===== config.mk =====
export PLATFORM = sky130hd
export DESIGN_NAME = io_responder
export DESIGN_NICKNAME = d
export VERILOG_FILES = /design/src/rtl/io_responder_pkg.sv /design/src/rtl/sync_fifo.sv /design/src/rtl/io_responder.sv
export SDC_FILE = /design/constraint.sdc
export NUM_CORES = 1
export LEC_CHECK = 0
export ABC_AREA = 1
export ABC_CLOCK_PERIOD_IN_PS = 2700
export CAP_MARGIN = 20
export CELL_PAD_IN_SITES_DETAIL_PLACEMENT = 0
export CELL_PAD_IN_SITES_GLOBAL_PLACEMENT = 1
export CORE_MARGIN = 2
export CORE_UTILIZATION = 40
export DETAILED_ROUTE_END_ITERATION = 6
export GPL_TIMING_DRIVEN = 0
export PLACE_DENSITY = 0.68
export SLEW_MARGIN = 40
export SYNTH_ARGS = -nofsm -noshare
export SYNTH_HDL_FRONTEND = slang
export SYNTH_SLANG_ARGS = --single-unit
export TNS_END_PERCENT = 30

===== constraint.sdc =====
create_clock -name clock -period 2.7 [get_ports clock]
set_clock_uncertainty 0.1 [all_clocks]
set_input_delay 0.54 -clock clock [delete_from_list [all_inputs] [get_ports clock]]
set_output_delay 0.54 -clock clock [all_outputs]
set_load 0.1 [all_outputs]

===== src/rtl/io_responder_pkg.sv =====
// Shared definitions for the CPU I/O responder.
//   state_t        : responder FSM state encoding (2 bits)
//   WIDTH_DEF      : default data word width (matches accumulator)
//   DEPTH_LOG2_DEF : default log2 FIFO depth
package io_responder_pkg;

    localparam int WIDTH_DEF      = 16;
    localparam int DEPTH_LOG2_DEF = 3;

    typedef enum logic [1:0] {
        ST_IDLE    = 2'd0,
        ST_RD_WAIT = 2'd1,
        ST_WR_WAIT = 2'd2,
        ST_ACK     = 2'd3
    } state_t;

endpackage


===== src/rtl/sync_fifo.sv =====
// Synchronous first-word-fall-through FIFO.
//   clock, reset : system clock, synchronous active-high reset
//   push, wdata  : write strobe and data (caller guarantees room, counting a same-cycle pop)
//   pop          : consume head word (never issued while empty)
//   rdata        : head word, valid whenever empty == 0
//   full, empty  : occupancy flags
//   count        : occupancy, 0 .. 2**DEPTH_LOG2
module sync_fifo #(
    parameter int WIDTH      = 16,
    parameter int DEPTH_LOG2 = 3
) (
    input  logic                  clock,
    input  logic                  reset,
    input  logic                  push,
    input  logic [WIDTH-1:0]      wdata,
    input  logic                  pop,
    output logic [WIDTH-1:0]      rdata,
    output logic                  full,
    output logic                  empty,
    output logic [DEPTH_LOG2:0]   count
);

    localparam int DEPTH = 1 << DEPTH_LOG2;
    localparam int PW    = DEPTH_LOG2;
    localparam int CW    = DEPTH_LOG2 + 1;

    logic [WIDTH-1:0] mem [DEPTH];
    logic [PW-1:0]    wr_ptr;
    logic [PW-1:0]    rd_ptr;

    // Storage carries no reset; only pointers and count define contents.
    always_ff @(posedge clock) begin
        if (push) mem[wr_ptr] <= wdata;
    end

    always_ff @(posedge clock) begin
        if (reset) begin
            wr_ptr <= '0;
            rd_ptr <= '0;
            count  <= '0;
        end else begin
            if (push) wr_ptr <= wr_ptr + PW'(1);
            if (pop)  rd_ptr <= rd_ptr + PW'(1);
            count <= count + CW'(push) - CW'(pop);
        end
    end

    // When full with push+pop together, wr_ptr == rd_ptr: the old head is
    // read combinationally this cycle and overwritten at the edge.
    assign rdata = mem[rd_ptr];
    assign full  = (count == CW'(DEPTH));
    assign empty = (count == '0);

endmodule


===== src/rtl/io_responder.sv =====
// Device-side end of the CPU I/O syscall handshake.
//   clock, reset        : system clock, synchronous active-high reset
//   io_read, io_write   : CPU level requests, held until ioack is seen
//   io_wdata            : store data, valid while io_write is high
//   ioack, io_rdata     : four-phase acknowledge and load data
//   in_data/valid/ready : host input stream into the input FIFO
//   out_data/valid/ready: output FIFO head to the host (FWFT)
//   proto_err           : sticky; read and write requested together in IDLE
module io_responder
    import io_responder_pkg::*;
#(
    parameter int DEPTH_LOG2 = DEPTH_LOG2_DEF,
    parameter int WIDTH      = WIDTH_DEF
) (
    input  logic             clock,
    input  logic             reset,
    input  logic             io_read,
    input  logic             io_write,
    input  logic [WIDTH-1:0] io_wdata,
    output logic             ioack,
    output logic [WIDTH-1:0] io_rdata,
    input  logic [WIDTH-1:0] in_data,
    input  logic             in_valid,
    output logic             in_ready,
    output logic [WIDTH-1:0] out_data,
    output logic             out_valid,
    input  logic             out_ready,
    output logic             proto_err
);

    state_t           state_q, state_d;
    logic             ioack_d, err_d;
    logic [WIDTH-1:0] rdata_d;

    logic             in_push, in_pop, in_full, in_empty;
    logic [WIDTH-1:0] in_head;
    logic             out_push, out_pop, out_full, out_empty;
    logic [DEPTH_LOG2:0] unused_in_count, unused_out_count;

    assign in_push   = in_valid && in_ready;
    assign out_pop   = out_valid && out_ready;
    assign in_ready  = !in_full;
    assign out_valid = !out_empty;

    sync_fifo #(.WIDTH(WIDTH), .DEPTH_LOG2(DEPTH_LOG2)) u_in_fifo (
        .clock (clock),
        .reset (reset),
        .push  (in_push),
        .wdata (in_data),
        .pop   (in_pop),
        .rdata (in_head),
        .full  (in_full),
        .empty (in_empty),
        .count (unused_in_count)
    );

    sync_fifo #(.WIDTH(WIDTH), .DEPTH_LOG2(DEPTH_LOG2)) u_out_fifo (
        .clock (clock),
        .reset (reset),
        .push  (out_push),
        .wdata (io_wdata),
        .pop   (out_pop),
        .rdata (out_data),
        .full  (out_full),
        .empty (out_empty),
        .count (unused_out_count)
    );

    always_ff @(posedge clock) begin
        if (reset) begin
            state_q   <= ST_IDLE;
            ioack     <= 1'b0;
            io_rdata  <= '0;
            proto_err <= 1'b0;
        end else begin
            state_q   <= state_d;
            ioack     <= ioack_d;
            io_rdata  <= rdata_d;
            proto_err <= err_d;
        end
    end

    always_comb begin
        state_d  = state_q;
        ioack_d  = ioack;
        rdata_d  = io_rdata;
        err_d    = proto_err;
        in_pop   = 1'b0;
        out_push = 1'b0;
        case (state_q)
            ST_IDLE: begin
                if (io_read && io_write) err_d   = 1'b1;
                else if (io_read)        state_d = ST_RD_WAIT;
                else if (io_write)       state_d = ST_WR_WAIT;
            end
            ST_RD_WAIT: begin
                // A dropped request abandons the transaction with no FIFO access.
                if (!io_read) begin
                    state_d = ST_IDLE;
                end else if (!in_empty) begin
                    in_pop  = 1'b1;
                    rdata_d = in_head;
                    ioack_d = 1'b1;
                    state_d = ST_ACK;
                end
            end
            ST_WR_WAIT: begin
                // A host pop this cycle frees a slot even when full.
                if (!io_write) begin
                    state_d = ST_IDLE;
                end else if (!out_full || out_pop) begin
                    out_push = 1'b1;
                    ioack_d  = 1'b1;
                    state_d  = ST_ACK;
                end
            end
            ST_ACK: begin
                if (!(io_read || io_write)) begin
                    ioack_d = 1'b0;
                    state_d = ST_IDLE;
                end
            end
            default: state_d = ST_IDLE;
        endcase
    end

endmodule


==> flow_metrics.env, run 1 <==
export IMPL_status="complete, but fails checks"
export IMPL_violations="DRC"
export IMPL_placementRows=63
export IMPL_p_int_w=0.00928
export IMPL_initial_core_util_pct=40.9
export IMPL_areaGrowthSynthToFinish_pct=21.1
export IMPL_min_delay_start="io_rdata[6]$_SDFFE_PP0P_"
export IMPL_cp_common_cell="nand2_1"
export IMPL_post_route_period_util_pct=95.9
export IMPL_avgSynthCellArea_um2=11.6
export IMPL_hold_viol=0
export IMPL_antenna_found_initial=1
export IMPL_register_area_mm2=0.00855
export IMPL_slowest_stage="dfxtp_1"
export IMPL_switching_power_w=0.00508
export IMPL_pwr_share_seq_pct=38.2
export IMPL_synth_fp_nets=1109
export IMPL_path_class="reg2out"
export IMPL_leakagePower_nw=5.53
export IMPL_path_clk_slew_ns=0.06
export IMPL_gp_congestion=0.764
export IMPL_wl_per_cell_um=18.2
export IMPL_slew_viol_final=0
export IMPL_setup_violations=0
export IMPL_cts_hold_repair_buffers=0
export IMPL_syn_cell_area_mm2=0.0122
export IMPL_cts_buffer_depth=3
export IMPL_dpl_cell_count=1523
export IMPL_clock_sinks=299
export IMPL_fmax_ghz=0.386
export IMPL_stdcell_count=1587
export IMPL_core_area_mm2=0.0298
export IMPL_ys_seq_area_share_pct=70.1
export IMPL_power_share_clock_pct=30.8
export IMPL_drtIter0Drc=476
export IMPL_cts_max_level=2
export IMPL_cts_root_buffer="clkbuf_16"
export IMPL_num_vias=7862
export IMPL_ant_nets=0
export IMPL_syn_instance_count=1053
export IMPL_multi_input_area_mm2=0.00324
export IMPL_cp_max_fo=10
export IMPL_worstPathArrival_ns=1.95
export IMPL_grt_pass1_wl_um=43900
export IMPL_cp_required_ns=2.06
export IMPL_clk_insertion_delay_late_ns=0.50
export IMPL_cap_violations=0
export IMPL_fin_hold_ws_ns=0.358
export IMPL_tightest_slew_ns=0.738
export IMPL_total_power_w=0.0144
export IMPL_fillers=2607
export IMPL_overflow=0
export IMPL_io_pins=74
export IMPL_setup_tns_final_ns=0
export IMPL_post_dp_hpwl_um=18700
export IMPL_cts_buffers=34
export IMPL_layout_drive_gt1_share_pct=14.0
export IMPL_die_w_um=179
export IMPL_grt_use_total_pct=18.5
export IMPL_cp_start_kind="flop"
export IMPL_hold_path_class="reg2reg"
export IMPL_firstDrtPassIters=7
export IMPL_comb_power_share_pct=31.0
export IMPL_antenna_cells=0
export IMPL_end_kind="primary output"
export IMPL_drc=3
export IMPL_ir_drop_mv=0.634
export IMPL_die_area_mm2=0.0319
export IMPL_grt_pass1_vias=7613
export IMPL_slowest_delay_ns=0.30
export IMPL_r2r_start="u_in_fifo.count[2]$_SDFF_PP0_"
export IMPL_swShare_pct=35.4
export IMPL_period_minus_slack_ns=2.59
export IMPL_relSlewSlack_pct=50.8
export IMPL_yosysUniqueCellTypes=28
export IMPL_crit_chain="buf_2, clkbuf_4, o21ai_0, o22ai_1, nand2_1, nand2_1, buf_6"
export IMPL_chipHeight_um=179
export IMPL_viasPerCell=4.95
export IMPL_synth_seq_cells=299
export IMPL_cts_tree="built"
export IMPL_routed_wl_um=28800
export IMPL_yosysWarnings=0
export IMPL_portBuffers=72
export IMPL_pwr_density_cell_mw_per_mm2=973
export IMPL_grt_max_degree=17
export IMPL_nets=1228
[metal layers]
metal	vias to the layer above	GRT usage, %	share of wire [%]
met5	-	0	0.045
met4	2	4.44	1.7
met3	44	3.45	5.0
met2	181	30.1	46
met1	3751	25.9	47
li1	3884	-	-
[worst paths after layout]
kind         depth (start not counted)  slack, ns                       endpoint
max reg2reg                         13       0.20  u_in_fifo.count[2]$_SDFF_PP0_
min                                  2       0.36       io_rdata[6]$_SDFFE_PP0P_
max                                  7       0.11                   out_data[10]
min reg2reg                          2       0.36       io_rdata[6]$_SDFFE_PP0P_
[placed cells by master, fill, tap and decap left out, types with 2 or more instances in the layout]
master,Yosys,routed
nor2_1,104,92
buf_2,20,39
nand2_4,2,2
bufinv_16,0,2
o21ai_0,57,57
ha_1,16,16
buf_4,7,13
nand3_1,79,79
clkdlybuf4s50_1,0,35
xor2_1,3,3
nor3b_1,3,3
nand2_2,1,2
nor3_4,0,4
clkinvlp_4,0,2
a21oi_1,33,33
inv_1,64,63
edfxtp_1,256,256
clkbuf_1,15,15
nor2_4,0,12
clkinv_1,2,8
clkbuf_2,0,2
clkbuf_4,0,2
clkbuf_16,0,35
o22ai_1,32,32
nor2_2,2,2
clkbuf_8,0,4
buf_6,5,24
clkinv_2,1,5
mux2i_1,32,31
buf_8,0,7
dfxtp_1,43,42
fa_1,2,2
nand2_1,260,259
inv_2,4,4
[sequential cells by signal, indices dropped and copies added (netlist names), named ones only]
| name | flops |
|---|---|
| u_in_fifo.mem | 128 |
| u_out_fifo.mem | 128 |
| io_rdata | 16 |
| u_in_fifo.count | 4 |
| u_out_fifo.count | 4 |
| u_in_fifo.rd_ptr | 3 |
| u_in_fifo.wr_ptr | 3 |
| u_out_fifo.rd_ptr | 3 |
| u_out_fifo.wr_ptr | 3 |
| state_q | 2 |
| ioack | 1 |
| proto_err | 1 |
[power groups by stage]
| stage | registers (W) | logic (W) | clock network (W) |
|---|---|---|---|
| 3_3_place_gp | 0.00558 | 0.00428 | 0 |
| 2_1_floorplan | 0.00582 | 0.00290 | 0 |
| 5_1_grt | 0.00552 | 0.00484 | 0.00469 |
| 3_5_place_dp | 0.00558 | 0.00420 | 0 |
| 6_report | 0.00549 | 0.00445 | 0.00443 |
| 4_1_cts | 0.00548 | 0.00440 | 0.00452 |
[critical path, delay by kind of cell, from the launching register on]
family	cells	cell delay (ns)
AOI/OAI and AO/OA	2	0.32
buffers and inverters	3	0.66
DFF	1	0.30
and+or+nand+nor	2	0.18
[metrics by stage]
step / cell area [um^2] / worst slack, ns / utilization (%)
after floorplan: 12200 / -0.183 / -
after CTS: 14700 / -0.0210 / 49.3
after global placement: 13400 / -0.682 / 45.1
after detailed placement: 13500 / -0.456 / 45.3
after global routing: 14800 / -0.000109 / 49.6
final: 14800 / 0.112 / 49.6
[synthesized netlist by cell type]
master | instances | area, um^2
nand2_1 | 260 | 976
edfxtp_1 | 256 | 7690
nor2_1 | 104 | 390
nand3_1 | 79 | 395
inv_1 | 64 | 240
o21ai_0 | 57 | 285
dfxtp_1 | 43 | 861
a21oi_1 | 33 | 165
mux2i_1 | 32 | 320
o22ai_1 | 32 | 200
buf_2 | 20 | 100
ha_1 | 16 | 200
clkbuf_1 | 15 | 56.3
buf_4 | 7 | 52.6
buf_6 | 5 | 56.3
buf_1 | 4 | 15.0
inv_2 | 4 | 15.0
nor3_1 | 4 | 20.0
nor3b_1 | 3 | 22.5
xor2_1 | 3 | 26.3
clkinv_1 | 2 | 7.51
fa_1 | 2 | 40.0
nand2_4 | 2 | 22.5
nor2_2 | 2 | 12.5
and3_1 | 1 | 6.26
clkinv_2 | 1 | 5.00
nand2_2 | 1 | 6.26
o21ai_2 | 1 | 8.76
[cell families after synthesis]
logic type / after synthesis / share of synthesized area (%)
AO/OA/AOI/OAI: 123 / 5.41
XOR/XNOR: 3 / 0.216
adder cells (fa/ha/maj): 18 / 1.97
buffers and inverters: 122 / 4.49
flip-flops: 299 / 70.1
multiplexers: 32 / 2.63
AND/OR/NAND/NOR: 456 / 15.2
[what timing repair did]
| item | in CTS | in global routing |
|---|---|---|
| buffers inserted | 0 | 3 |
| endpoints found under the hold margin | 0 | 0 |
| resized for setup | 44 | 24 |
| setup endpoints to repair | 16 | 17 |
| gates cloned | 0 | 1 |
[cell type report]
type	instances	area share, %
plain buffers	50	2.28
well taps	390	3.30
flip-flops and latches	299	57.9
clock inverters	15	0.864
repair buffers	84	5.42
multi-input cells	632	21.9
clock buffers	46	6.48
inverters	71	1.84
Note: power is estimated with default switching activity, not from simulation.
==> run 2: changes to the inputs <==
--- a/config.mk
+++ b/config.mk
@@ -6,7 +6,7 @@
 export NUM_CORES = 1
 export LEC_CHECK = 0
 export ABC_AREA = 1
-export ABC_CLOCK_PERIOD_IN_PS = 2700
+export ABC_CLOCK_PERIOD_IN_PS = 3130
 export CAP_MARGIN = 20
 export CELL_PAD_IN_SITES_DETAIL_PLACEMENT = 0
 export CELL_PAD_IN_SITES_GLOBAL_PLACEMENT = 1
@@ -14,7 +14,7 @@
 export CORE_UTILIZATION = 40
 export DETAILED_ROUTE_END_ITERATION = 6
 export GPL_TIMING_DRIVEN = 0
-export PLACE_DENSITY = 0.68
+export PLACE_DENSITY = 0.65
 export SLEW_MARGIN = 40
 export SYNTH_ARGS = -nofsm -noshare
 export SYNTH_HDL_FRONTEND = slang
==> constraint.sdc (replaced) <==
create_clock -name clock -period 3.13 [get_ports clock]
set_clock_uncertainty 0.1 [all_clocks]
set_input_delay 0.626 -clock clock [delete_from_list [all_inputs] [get_ports clock]]
set_output_delay 0.626 -clock clock [all_outputs]
set_load 0.1 [all_outputs]
==> run 2 against run 1 <==
Against the previous run:
- the run now ends clean
- critical path depth is 2 lower
- first-iteration DRC count is 17% higher
- sequential power is 14% lower
- largest cell class unchanged
==> flow_metrics.env, run 2 (synthesis gave the netlist of run 1 again) <==
export IMPL_status="finished, final reports clean"
export IMPL_slowest_stage="clkbuf_1"
export IMPL_stdcell_count=1599
export IMPL_path_class="reg2out"
export IMPL_drc=0
export IMPL_drtIter0Drc=558
export IMPL_initial_core_util_pct=40.9
export IMPL_top_regs="u_in_fifo.mem (128), u_out_fifo.mem (128), io_rdata (16)"
export IMPL_core_area_mm2=0.0298
export IMPL_slowest_delay_ns=0.47
export IMPL_grt_pass1_wl_um=44200
export IMPL_post_route_period_util_pct=96.0
export IMPL_ant_nets=0
export IMPL_relSlewSlack_pct=57.8
export IMPL_cp_required_ns=2.40
export IMPL_cp_max_fo=10
export IMPL_end_kind="primary output"
export IMPL_cp_start_kind="flop"
export IMPL_placed_area_mm2=0.0136
export IMPL_setup_violations=0
export IMPL_min_delay_start="io_rdata[2]$_SDFFE_PP0P_"
export IMPL_tightest_slew_ns=0.633
export IMPL_pwr_density_cell_mw_per_mm2=843
export IMPL_worstPathArrival_ns=2.28
export IMPL_clk_insertion_delay_late_ns=0.51
export IMPL_cts_buffers=35
export IMPL_multi_input_area_mm2=0.00321
export IMPL_r2r_start="u_in_fifo.count[2]$_SDFF_PP0_"
export IMPL_fmax_ghz=0.333
export IMPL_overflow=0
export IMPL_final_cell_mix="260 x nand2_1, 256 x edfxtp_1, 92 x nor2_1"
export IMPL_antenna_found_initial=0
export IMPL_grt_setup_unrepaired="false"
export IMPL_placementRows=63
export IMPL_post_dp_hpwl_um=19600
export IMPL_routed_wl_um=28900
export IMPL_ir_drop_mv=0.500
export IMPL_grt_max_degree=17
export IMPL_gp_congestion=0.745
export IMPL_path_clk_slew_ns=0.06
export IMPL_hold_path_class="reg2reg"
export IMPL_wl_per_cell_um=18.1
export IMPL_dpl_cell_count=1536
export IMPL_antenna_cells=0
export IMPL_chipHeight_um=179
export IMPL_post_cts_buffers=0
export IMPL_cts_buffer_depth=3
export IMPL_die_area_mm2=0.0319
export IMPL_hold_viol=0
export IMPL_utilization_pct=49.6
export IMPL_fin_area_mm2=0.0148
export IMPL_register_area_mm2=0.00855
export IMPL_nets=1239
export IMPL_num_vias=7871
export IMPL_clock_sinks=299
export IMPL_cts_hold_repair_buffers=0
export IMPL_portBuffers=72
export IMPL_cap_violations=0
export IMPL_slew_viol_final=0
export IMPL_grt_pass1_vias=7643
export IMPL_cts_max_level=2
export IMPL_die_w_um=179
export IMPL_grt_use_total_pct=18.7
export IMPL_layout_drive_gt1_share_pct=13.9
export IMPL_firstDrtPassIters=5
export IMPL_crit_chain="clkbuf_1, clkbuf_1, nand2_1, nand2_1, buf_2"
export IMPL_layout_commonest_cell="nand2_1"
export IMPL_io_pins=74
export IMPL_cts_root_buffer="clkbuf_16"
export IMPL_leakagePower_nw=5.56
export IMPL_viasPerCell=4.92
export IMPL_period_minus_slack_ns=3.01
export IMPL_total_power_w=0.0125
export IMPL_fillers=2661
export IMPL_areaGrowthSynthToFinish_pct=21.2
export IMPL_cts_tree="built"
[run 2: final cells by class]
type	instances	share of cell area (%)
buffer	51	1.94
timing repair buffer	93	5.51
sequential	299	57.8
multi-input combinational	632	21.7
tap	390	3.30
inverter	71	1.81
clock inverter	17	1.56
clock buffer	46	6.34
[run 2: timing repair]
item	in CTS	in global routing
pin swaps	0	0
endpoints found under the setup margin	15	11
gates resized for setup	6	12
[run 2: through the flow]
stage | hold slack, ns | setup TNS (ns) | setup WS (ns)
2_1_floorplan | 0.348 | -14.62 | -0.228
3_3_place_gp | 0.352 | -131.17 | -1.23
3_5_place_dp | 0.352 | -0.188 | -0.123
4_1_cts | 0.361 | 0 | 0.00463
5_1_grt | 0.379 | 0 | 0.0113
6_report | 0.358 | 0 | 0.124
[run 2: path summary, 6_finish.rpt]
path | endpoint | slack [ns] | cells after the start
worst min-delay path | io_rdata[2]$_SDFFE_PP0P_ | 0.36 | 2
worst max register to register | u_in_fifo.count[2]$_SDFF_PP0_ | 0.62 | 13
worst min register to register | io_rdata[2]$_SDFFE_PP0P_ | 0.36 | 2
worst max-delay path | out_data[7] | 0.12 | 5
[run 2: power breakdown]
group,internal (W),leakage (nW),switching (W)
Combinational,0.000943,2.33,0.00270
Clock,0.00253,0.566,0.00156
Sequential,0.00461,2.66,0.000115
[run 2: critical path, delay by kind of cell (launching register included)]
family	cells	cell delay, ns
buffers and inverters	3	1.24
DFF	1	0.30
and+or+nand+nor	2	0.23
[run 2: metal layers]
| layer | GRT usage, % | wire, um | share of wire (%) | up-vias |
|---|---|---|---|---|
| li1 | - | - | - | 3901 |
| met1 | 27.5 | 14000 | 49 | 3764 |
| met2 | 29.4 | 13100 | 45 | 176 |
| met3 | 2.81 | 1360 | 4.7 | 30 |
| met4 | 3.93 | 395 | 1.4 | 0 |
| met5 | 0 | 0 | 0 | - |
==> run 3: changes to the inputs <==
--- a/config.mk
+++ b/config.mk
@@ -10,7 +10,7 @@
 export CAP_MARGIN = 20
 export CELL_PAD_IN_SITES_DETAIL_PLACEMENT = 0
 export CELL_PAD_IN_SITES_GLOBAL_PLACEMENT = 1
-export CORE_MARGIN = 2
+export CORE_ASPECT_RATIO = 0.9
 export CORE_UTILIZATION = 40
 export DETAILED_ROUTE_END_ITERATION = 6
 export GPL_TIMING_DRIVEN = 0
==> run 3 against run 2 <==
Against the previous run:
- register-to-register slack hardly changed
- critical path depth is 2 higher
- sequential share of layout area is 0.31 points higher
- count of clock-buffer cells in the layout is 1 lower
- critical endpoint is now out_data[15]
- largest power group unchanged
- highest routed layer unchanged
==> flow_metrics.env, run 3 (synthesis gave the netlist of run 1 again) <==
export IMPL_status="finished, final reports clean"
export IMPL_die_w_um=186
export IMPL_crit_chain="buf_4, buf_2, o21ai_0, o22ai_1, nand2_1, nand2_1, buf_2"
export IMPL_grt_use_total_pct=19.1
export IMPL_register_area_mm2=0.00855
export IMPL_hold_path_class="reg2reg"
export IMPL_cp_start_kind="flop"
export IMPL_areaGrowthSynthToFinish_pct=20.6
export IMPL_fmax_ghz=0.331
export IMPL_ir_drop_mv=0.657
export IMPL_holdPathEnd="io_rdata[5]$_SDFFE_PP0P_"
export IMPL_layout_drive_gt1_share_pct=13.9
export IMPL_hold_viol=0
export IMPL_chipHeight_um=168
export IMPL_fin_area_mm2=0.0147
export IMPL_final_cell_mix="260 x nand2_1, 256 x edfxtp_1, 92 x nor2_1"
export IMPL_cts_root_buffer="clkbuf_16"
export IMPL_placed_area_mm2=0.0136
export IMPL_routed_wl_um=29000
export IMPL_path_clk_slew_ns=0.06
export IMPL_end_kind="primary output"
export IMPL_grt_max_degree=17
export IMPL_place_ws_ns=-0.0825
export IMPL_wl_per_cell_um=18.1
export IMPL_rrSetupSlack_ns=0.63
export IMPL_viasPerCell=4.89
export IMPL_cts_tree="built"
export IMPL_worstPathArrival_ns=2.30
export IMPL_portBuffers=72
export IMPL_drc=0
export IMPL_cts_max_level=2
export IMPL_cts_buffers=34
export IMPL_grt_setup_unrepaired="true"
export IMPL_initial_core_util_pct=40.7
export IMPL_utilization_pct=49.1
export IMPL_r2r_start="u_in_fifo.count[2]$_SDFF_PP0_"
export IMPL_post_cts_buffers=0
export IMPL_layout_setup_ws_ns=0.105
export IMPL_firstDrtPassIters=5
export IMPL_slowest_stage="buf_2"
export IMPL_slowest_delay_ns=0.42
export IMPL_tightest_slew_ns=0.814
export IMPL_cts_buffer_depth=3
export IMPL_multi_input_area_mm2=0.00321
export IMPL_cp_max_fo=10
export IMPL_placementRows=60
export IMPL_top_regs="u_in_fifo.mem (128), u_out_fifo.mem (128), io_rdata (16)"
export IMPL_antenna_cells=0
export IMPL_layout_commonest_cell="nand2_1"
export IMPL_clock_sinks=299
export IMPL_pwr_density_cell_mw_per_mm2=832
export IMPL_worstRegToRegCells=13
export IMPL_ant_nets=0
export IMPL_die_area_mm2=0.0312
export IMPL_period_minus_slack_ns=3.03
export IMPL_grt_pass1_wl_um=44200
export IMPL_min_delay_start="io_rdata[5]$_SDFFE_PP0P_"
export IMPL_leakagePower_nw=5.50
export IMPL_io_pins=74
export IMPL_cap_violations=0
export IMPL_min_path_cells=2
export IMPL_drtIter0Drc=471
export IMPL_fillers=2673
export IMPL_overflow=0
export IMPL_core_area_mm2=0.0300
export IMPL_nets=1237
export IMPL_setup_violations=0
export IMPL_r2r_end="u_in_fifo.count[2]$_SDFF_PP0_"
export IMPL_antenna_found_initial=1
export IMPL_post_route_period_util_pct=96.7
export IMPL_post_dp_hpwl_um=19600
export IMPL_slew_viol_final=0
export IMPL_num_vias=7869
export IMPL_clk_insertion_delay_late_ns=0.50
export IMPL_gp_congestion=0.769
export IMPL_grt_pass1_vias=7409
export IMPL_relSlewSlack_pct=45.7
export IMPL_cp_required_ns=2.40
export IMPL_path_class="reg2out"
==> run 3: cell types whose count changed in the layout (fill, tap and decap cells not counted), sizes merged <==
cell / change
buf: -3
clkinvlp: +4
clkinv: -4
clkbuf: +1
bufinv: -2
==> run 3: repair_timing <==
item | 4_1_cts | 5_1_grt
resized for setup | 3 | 16
endpoints found under the setup margin | 12 | 14
hold buffers | 0 | 0
==> run 3: layout make-up <==
type,instances,area share (%)
buffer,51,1.95
clock buffer,45,6.28
clock inverter,15,1.11
inverter,71,1.82
multi-input combinational,632,21.8
sequential,299,58.1
tap,403,3.43
timing repair buffer,92,5.45
==> run 3: worst max-delay path by stage <==
stage               slack [ns]  depth (start not counted)                              end
CTS                       0.01                          7                      out_data[8]
detailed placement       -0.08                         13    u_in_fifo.count[2]$_SDFF_PP0_
global route            -0.003                          8                      out_data[4]
global placement         -1.34                          5  u_out_fifo.mem[0][11]$_DFFE_PP_
floorplan                -0.23                          7   u_out_fifo.mem[4][0]$_DFFE_PP_
finish                    0.10                          7                     out_data[15]
==> run 3: routing by layer <==
metal,track usage (%),vias to the layer above,routed length [um]
li1,-,3894,-
met1,29.3,3766,14600
met2,28.5,173,12600
met3,2.81,36,1370
met4,4.42,0,467
met5,0,-,0
==> run 3: critical path: cells and delay by family, from the launching register on <==
family,cells,cell delay (ns)
DFF,1,0.38
AOI/OAI and AO/OA,2,0.32
buffers and inverters,3,0.97
and+or+nand+nor,2,0.13
==> run 3: report_power, final <==
group	total, W	internal, W	switching (W)
logic	0.00365	0.000934	0.00272
clock network	0.00386	0.00233	0.00153
registers	0.00472	0.00461	0.000115
==> run 3: stage by stage <==
stage | power (W) | hold WS, ns | setup TNS, ns | std cells
6_report | 0.0122 | 0.357 | 0 | 1608
5_1_grt | 0.0128 | 0.384 | -0.00315 | 1608
4_1_cts | 0.0123 | 0.362 | 0 | 1608
3_5_place_dp | 0.00844 | 0.353 | -0.123 | 1548
3_3_place_gp | 0.00849 | 0.352 | -136.56 | 1528
2_1_floorplan | 0.00750 | 0.348 | -14.62 | 1053
